### src/rtl/dds_pkg.sv
// Shared constants and FSM state encoding for the DDS frequency demodulator.
package dds_pkg;

  localparam int ACC_W_DEF    = 8;
  localparam int AVG_LOG2_DEF = 2;
  localparam int WORD_W       = 4;
  localparam int WORD_MAX     = (1 << WORD_W) - 1;

  typedef enum logic [1:0] {
    IDLE   = 2'd0,
    GATE   = 2'd1,
    REPORT = 2'd2
  } dds_state_t;

endpackage

### src/rtl/dds_edge_det.sv
// Rising-edge detector on the DDS sign bit; a rise must stay high for two
// sampled cycles before it produces a single-cycle pulse.
module dds_edge_det (
  input  logic clk,
  input  logic rst_n,
  input  logic in,
  output logic edge_pulse
);

  // hist[2] is the oldest sample
  logic [2:0] hist;

  always_ff @(posedge clk or negedge rst_n) begin
    if (!rst_n) begin
      hist <= 3'b000;
    end else begin
      hist <= {hist[1:0], in};
    end
  end

  assign edge_pulse = (hist == 3'b011);

endmodule

### src/rtl/dds_demod.sv
// Recovers the DDS tuning word by counting sign-bit rising edges over a gate
// of 2^(ACC_W+AVG_LOG2) cycles, and tracks the peak magnitude in that gate.
//
// state  | meaning
// IDLE   | waiting for en
// GATE   | counting edges and peak magnitude
// REPORT | rounding the count; results publish next cycle
module dds_demod
  import dds_pkg::*;
#(
  parameter int ACC_W    = ACC_W_DEF,
  parameter int AVG_LOG2 = AVG_LOG2_DEF
) (
  input  logic              clk,
  input  logic              rst_n,
  input  logic              en,
  input  logic [7:0]        in_mag,
  input  logic              in_sym,
  output logic [WORD_W-1:0] freq_word,
  output logic              freq_valid,
  output logic              locked,
  output logic [7:0]        amp,
  output logic              ovf
);

  localparam int GATE_W    = ACC_W + AVG_LOG2;
  localparam int EDGE_W    = WORD_W + AVG_LOG2 + 1;
  localparam int ROUND_ADD = (AVG_LOG2 > 0) ? (1 << (AVG_LOG2 - 1)) : 0;
  localparam logic [GATE_W-1:0] GATE_LAST = '1;
  localparam logic [EDGE_W-1:0] EDGE_SAT  = '1;

  dds_state_t state, state_nxt;

  logic [GATE_W-1:0] gate_cnt;
  logic [EDGE_W-1:0] edge_cnt;
  logic [7:0]        peak;
  logic              edge_pulse;
  logic              gate_start;
  logic              abort;
  logic              report;
  logic              have_prev;

  logic [EDGE_W:0]     rnd_sum;
  logic [EDGE_W:0]     rnd_q;
  logic                sat;
  logic [WORD_W-1:0]   word_nxt;

  dds_edge_det u_edge_det (
    .clk        (clk),
    .rst_n      (rst_n),
    .in         (in_sym),
    .edge_pulse (edge_pulse)
  );

  always_ff @(posedge clk or negedge rst_n) begin
    if (!rst_n) begin
      state <= IDLE;
    end else begin
      state <= state_nxt;
    end
  end

  always_comb begin
    state_nxt  = state;
    gate_start = 1'b0;
    case (state)
      IDLE: begin
        if (en) begin
          state_nxt  = GATE;
          gate_start = 1'b1;
        end
      end
      GATE: begin
        if (!en) begin
          state_nxt = IDLE;
        end else if (gate_cnt == GATE_LAST) begin
          state_nxt = REPORT;
        end
      end
      REPORT: begin
        if (en) begin
          state_nxt  = GATE;
          gate_start = 1'b1;
        end else begin
          state_nxt = IDLE;
        end
      end
      default: state_nxt = IDLE;
    endcase
  end

  assign abort  = (state == GATE) && !en;
  assign report = (state == REPORT);

  // Gate datapath: cleared on every gate entry, so a new gate can start in
  // the same edge that publishes the previous one.
  always_ff @(posedge clk or negedge rst_n) begin
    if (!rst_n) begin
      gate_cnt <= '0;
      edge_cnt <= '0;
      peak     <= '0;
    end else if (gate_start) begin
      gate_cnt <= '0;
      edge_cnt <= '0;
      peak     <= '0;
    end else if (state == GATE) begin
      gate_cnt <= gate_cnt + GATE_W'(1);
      if (edge_pulse && (edge_cnt != EDGE_SAT)) begin
        edge_cnt <= edge_cnt + EDGE_W'(1);
      end
      if (in_mag > peak) begin
        peak <= in_mag;
      end
    end
  end

  assign rnd_sum  = {1'b0, edge_cnt} + (EDGE_W + 1)'(ROUND_ADD);
  assign rnd_q    = rnd_sum >> AVG_LOG2;
  assign sat      = (rnd_q > (EDGE_W + 1)'(WORD_MAX));
  assign word_nxt = sat ? WORD_W'(WORD_MAX) : rnd_q[WORD_W-1:0];

  // have_prev marks that freq_word holds an estimate from an unbroken run,
  // so the first result after reset or abort can never lock.
  always_ff @(posedge clk or negedge rst_n) begin
    if (!rst_n) begin
      freq_word  <= '0;
      freq_valid <= 1'b0;
      locked     <= 1'b0;
      amp        <= '0;
      ovf        <= 1'b0;
      have_prev  <= 1'b0;
    end else begin
      freq_valid <= report;
      if (report) begin
        freq_word <= word_nxt;
        ovf       <= sat;
        amp       <= peak;
        locked    <= have_prev && (word_nxt == freq_word) && !sat;
        have_prev <= 1'b1;
      end else if (abort) begin
        have_prev <= 1'b0;
      end
    end
  end

endmodule

### config.mk
export PLATFORM = sky130hd
export DESIGN_NAME = dds_demod
export DESIGN_NICKNAME = d
export VERILOG_FILES = /design/src/rtl/dds_pkg.sv /design/src/rtl/dds_edge_det.sv /design/src/rtl/dds_demod.sv
export SDC_FILE = /design/constraint.sdc
export NUM_CORES = 1
export LEC_CHECK = 0
export BUFFER_PORTS_ARGS = -buffer_cell sky130_fd_sc_hd__buf_2
export CORE_ASPECT_RATIO = 1.2
export CORE_UTILIZATION = 52
export CTS_CLUSTER_DIAMETER = 100
export CTS_CLUSTER_SIZE = 30
export DETAILED_ROUTE_END_ITERATION = 8
export GPL_TIMING_DRIVEN = 1
export MAX_ROUTING_LAYER = met4
export PLACE_DENSITY = 0.75
export SKIP_CTS_REPAIR_TIMING = 1
export SYNTH_ARGS = -nofsm -noshare
export SYNTH_HDL_FRONTEND = slang
export SYNTH_HIERARCHICAL = 1
export SYNTH_SLANG_ARGS = --single-unit
export TNS_END_PERCENT = 5
### constraint.sdc
create_clock -name clk -period 1.9 [get_ports clk]
set_clock_uncertainty 0.1 [all_clocks]
set_input_delay 0.285 -clock clk [delete_from_list [all_inputs] [get_ports clk]]
set_output_delay 0.285 -clock clk [all_outputs]
set_load 0.05 [all_outputs]
# ---- Word-level counts from Yosys, hierarchy flattened
# Cells that the tools add are included.
dict set report word_totals {
  in_bits 12
  output_inout_bits 15
  wordCells 57
  regBits 46
}
dict set report classes {
  n_reduce_logical 15
  order_cmp 2
  n_eq_ne 8
  mux 18
  add_sub_neg 3
}
# cell n
set op_table {}
lappend op_table {{$mux 8} 3}
lappend op_table {{$mux 7} 3}
lappend op_table {{$mux 10} 2}
lappend op_table {{$add 10x1->10 const B} 1}
lappend op_table {{$eq 10x10->1 const B} 1}
lappend op_table {{$add 7x2->8 const B} 1}
lappend op_table {{$gt 8x8->1} 1}
lappend op_table {{$reduce_bool 2->1} 4}
lappend op_table {{$add 7x1->7 const B} 1}
lappend op_table {{$ne 7x7->1 const B} 1}
lappend op_table {{$gt 6x4->1 const B} 1}
lappend op_table {{$mux 2} 3}
lappend op_table {{$pmux 2 s3} 1}
lappend op_table {{$reduce_and 2->1} 3}
lappend op_table {{$mux 1} 5}
lappend op_table {{$eq 4x4->1} 1}
lappend op_table {{$logic_and 1x1->1} 4}
lappend op_table {{$mux 4} 1}
lappend op_table {{$eq 3x2->1 const B} 1}
lappend op_table {{$ne 3x3->1 const B} 1}
lappend op_table {{$eq 2x1->1 const B} 1}
lappend op_table {{$eq 2x2->1 const B} 1}
lappend op_table {{$logic_not 1->1} 2}
lappend op_table {{$logic_not 2->1} 1}
lappend op_table {{other kinds (2)} 2}

# ---- Longest topological paths before layout
dict set report depth {
  word_depth 6
  depth_mapped 7
  mapped_depth_nobuf 7
}

# ---- Hierarchy
# The synthesis kept the hierarchy.
# module seq_area_each_um2 area_each_um2 cells_per_inst instances
set by_module_without_submodules {}
lappend by_module_without_submodules {dds_demod 1076.0 2239.6 230 1}
lappend by_module_without_submodules {dds_edge_det 75.1 83.8 4 1}

# ---- Worst setup path before layout
# No wires, ideal clock.
dict set report synth_timing {
  path_type {flip-flop to flip-flop}
  startpoint {register peak[1]}
  endpoint {register peak[1]}
  path_buffers 0
  path_slack_ns -0.005
  setup_ns 0.125
  period_less_slack_ns 1.905
  stages_incl_launch_ff 8
  t_arrival_ns 1.680
  required_time_ns 1.675
  path_cell_list {dfrtp_1 inv_1 ha_1 nor2b_1 o211ai_1 a21oi_1 o21ai_2 mux2_2}
}
dict set report synth_via {
  elab_chain_cells 3
}
# element line
set synth_lines {}
lappend synth_lines {{start: declaration} dds_demod.sv:36} ;# logic [7:0] peak;
lappend synth_lines {{start signal: assignment} dds_demod.sv:112} ;# peak <= in_mag;
lappend synth_lines {{$gt 8x8->1} dds_demod.sv:111} ;# if (in_mag > peak) begin
lappend synth_lines {{$reduce_bool 2->1 (no line)} -}
lappend synth_lines {{$reduce_and 2->1 (no line)} -}
# Every way passes these cells.
# A chain may end at the register's enable or synchronous reset.

# ---- Worst setup path in the final report
dict set report layout_timing {
  startpoint {register peak[1]}
  endpoint {register peak[2]}
}
# Same word-level chain as after synthesis.

==> results.json <==
{
  "clkTransAtPathRegs_ns": 0.09,
  "clkLatencyLatePin_ns": 0.30,
  "io_buffer_count": 26,
  "violations": "negative setup slack",
  "yosys_warnings": 6,
  "combPwrFrac_pct": 25.9,
  "cts_buffer_depth": 2,
  "antenna_found_initial": 0,
  "synth_nets": 257,
  "die-area_um2": 4741,
  "worstPathRequired_ns": 1.99,
  "power_density_nw_per_um2": 887.8,
  "cts_max_level": 2,
  "routedWlPerCell_um": 13.50,
  "grt_max_degree": 22,
  "track_usage_pct": 21.09,
  "criticalPathCategory": "flip-flop to flip-flop",
  "fin_nets": 303,
  "gp_congestion": 0.8474,
  "grt-ovfl-total": 0,
  "rsz0062_at_grt": "yes",
  "ir_worst_vdd_uv": 616.5,
  "switchingPower_mw": 0.7155,
  "hpwl_um": 3255,
  "fin_crit_ns": 1.939,
  "synth_cell_types": 43,
  "cts_buffers": 5,
  "detail-route-antenna-nets": 0,
  "slew_headroom_pct": 67.56,
  "cts_root_buf": "clkbuf_8",
  "coreArea_um2": 4262,
  "grt_pass1_vias": 1649,
  "drv_slew": 0,
  "nFillCells": 312,
  "status": "complete, but fails checks",
  "synth_area_per_cell_um2": 9.929,
  "ys_ff_latch": 46,
  "whs_ns": 0.1352,
  "die_h_um": 75.23,
  "fmax_mhz": 515.6,
  "cts_tree": "built",
  "clock_sinks": 46,
  "n_antenna_cell": 0,
  "start_util_pct": 54.52,
  "setup_slack_ns": -0.03947,
  "fin_tns_setup_ns": -0.1740,
  "grt_pass1_wl_um": 7334,
  "min_path_type": "input port to flip-flop",
  "route.detailed.drc": 0,
  "seqPwrFrac_pct": 45.1,
  "die_w_um": 63.02,
  "synthCells": 234,
  "worstMarginPinSlew_ns": 0.4866,
  "crit_path_start_kind": "flip-flop",
  "area_growth_syn_to_layout_pct": 21.54,
  "drive_gt1_share_pct": 26.33,
  "vias": 1811,
  "critPathCaptureType": "flip-flop",
  "fp-row-count": 26,
  "cap_violations": 0,
  "ios": 27,
  "leakage_nw": 1.402,
  "period_share_pct": 102.1,
  "finalSetupViolCount": 7,
  "drt_first_iter_violations": 104,
  "hold_viol": 0,
  "critPathMaxFanout": 3,
  "intPower_mw": 1.792,
  "syn_area_um2": 2323,
  "drt-total-wl_um": 4550,
  "drt_pass1_iterations": 4,
  "p_sw_share_pct": 28.54,
  "cp_data_arrival_time_ns": 2.03,
  "pwr-share-clk_pct": 28.9,
  "ys_seq_area_share_pct": 49.54,
  "vias_per_cell": 5.374
}
==> power groups by stage <==
stage | registers (mW) | clock network, mW | logic (mW)
after CTS | 1.13 | 0.747 | 0.533
after global placement | 1.15 | 0 | 0.518
after detailed placement | 1.15 | 0 | 0.530
after global routing | 1.14 | 0.781 | 0.721
final | 1.13 | 0.725 | 0.650
after floorplan | 1.18 | 0 | 0.312
==> area by class of cell <==
cell class,instances,area [µm²],share of cell area [%]
flip-flops and latches,46,1151,40.76
repair buffers,45,285.3,10.10
multi-input cells,168,1151,40.76
clock buffers,5,68.82,2.437
clock inverters,3,45.04,1.595
inverters,14,52.55,1.861
well taps,56,70.07,2.481
==> sequential cells by signal, summed over array words and instances (netlist names) <==
register and cells:
freq_word 4, have_prev 1, state 2, locked 1, gate_cnt 10, peak 8, ovf 1, freq_valid 1
edge_cnt 7, amp 8, u_edge_det/hist 3
==> per-stage QoR <==
step,cells,util (%),area [µm²],power (mW),worst slack (ns)
after floorplan,234,-,2323,1.490,0.01988
after global placement,325,61.01,2600,1.664,-0.01368
after detailed placement,325,61.01,2600,1.680,-0.02950
after CTS,333,63.68,2714,2.410,-0.001858
after global routing,337,66.27,2824,2.645,-0.09804
final,337,66.27,2824,2.507,-0.03947
==> cell usage after synthesis (all sizes together) <==
library cell,number,area [µm²]
mux2i,6,60.06
a41oi,1,8.760
inv,14,52.55
o211ai,4,30.03
a2bb2oi,1,8.760
and2,2,12.51
nor2b,2,12.51
clkbuf,1,3.750
nand3b,1,7.510
and3b,1,8.760
nor3,4,25.02
a311oi,1,8.760
o21ai,17,88.84
a211oi,1,7.510
nand2,28,110.1
o311a,1,21.27
a22o,1,8.760
a31oi,3,18.77
and2b,2,15.01
a22oi,1,7.510
xnor2,8,70.07
nor2,31,116.4
a2111o,1,11.26
ha,11,137.6
xor2,3,26.28
nand2b,4,25.02
a211o,1,8.760
and3,4,25.02
o31ai,1,7.510
mux2,7,78.83
nand3,6,35.03
buf,5,32.53
nand4,3,18.77
dfrtp,46,1151
a21oi,10,53.80
a31o,1,8.760
==> routing by layer <==
layer  global-route usage (%)  share of wire [%]  wire length [µm]  vias up
li1                         -                  -                 -      904
met1                    26.59                 45              2065      856
met2                    33.33                 49              2216       41
met3                    4.394                3.5               159       10
met4                    8.527                2.4               109        0
met5                        -                  0                 0        -
==> cell families (layout without fill, tap and decap cells) <==
family	count (synthesis)	after routing	synth area share, %
buffers and inverters	20	67	3.823
muxes	13	13	5.978
xor gates and xnor gates	11	11	4.147
AOI/OAI and AO/OA	45	45	12.87
DFF	46	46	49.54
and+or+nand+nor	88	88	17.72
adders and majority gates	11	11	5.923
==> layout by cell type (no fill, tap or decap), types with 3 or more instances in the layout <==
master / n
dfrtp_1: 46
nor2_1: 31
nand2_1: 26
buf_2: 26
buf_4: 15
o21ai_0: 14
inv_1: 12
ha_1: 10
xnor2_1: 8
a21oi_1: 8
mux2_4: 7
mux2i_1: 6
clkbuf_8: 5
nand2b_1: 4
o211ai_1: 4
and3_1: 4
nand3_1: 4
nand4_1: 3
nor3_1: 3
xor2_1: 3
==> critical path, cell delays in order, from the launching register on <==
cell and delay, ns:
dfrtp_1 0.38, inv_2 0.08, ha_4 0.20, nor2b_4 0.12
o211ai_1 0.16, a21oi_1 0.10, o21ai_2 0.22, buf_4 0.17
mux2_4 0.29
==> path summary, 6_finish.rpt <==
| path | start | endpoint | slack, ns | cells after the start |
|---|---|---|---|---|
| min in group asynchronous | rst_n | have_prev | 0.37 | 2 |
| max in group asynchronous | rst_n | gate_cnt[0] | 0.80 | 3 |
| hold reg to reg | u_edge_det/hist[0] | u_edge_det/hist[1] | 0.28 | 0 |
| setup reg to reg | peak[1] | peak[2] | -0.04 | 8 |
| setup / recovery | peak[1] | peak[2] | -0.04 | 8 |
| hold / removal | in_mag[7] | peak[7] | 0.14 | 2 |
Note: power is estimated with default switching activity, not from simulation.
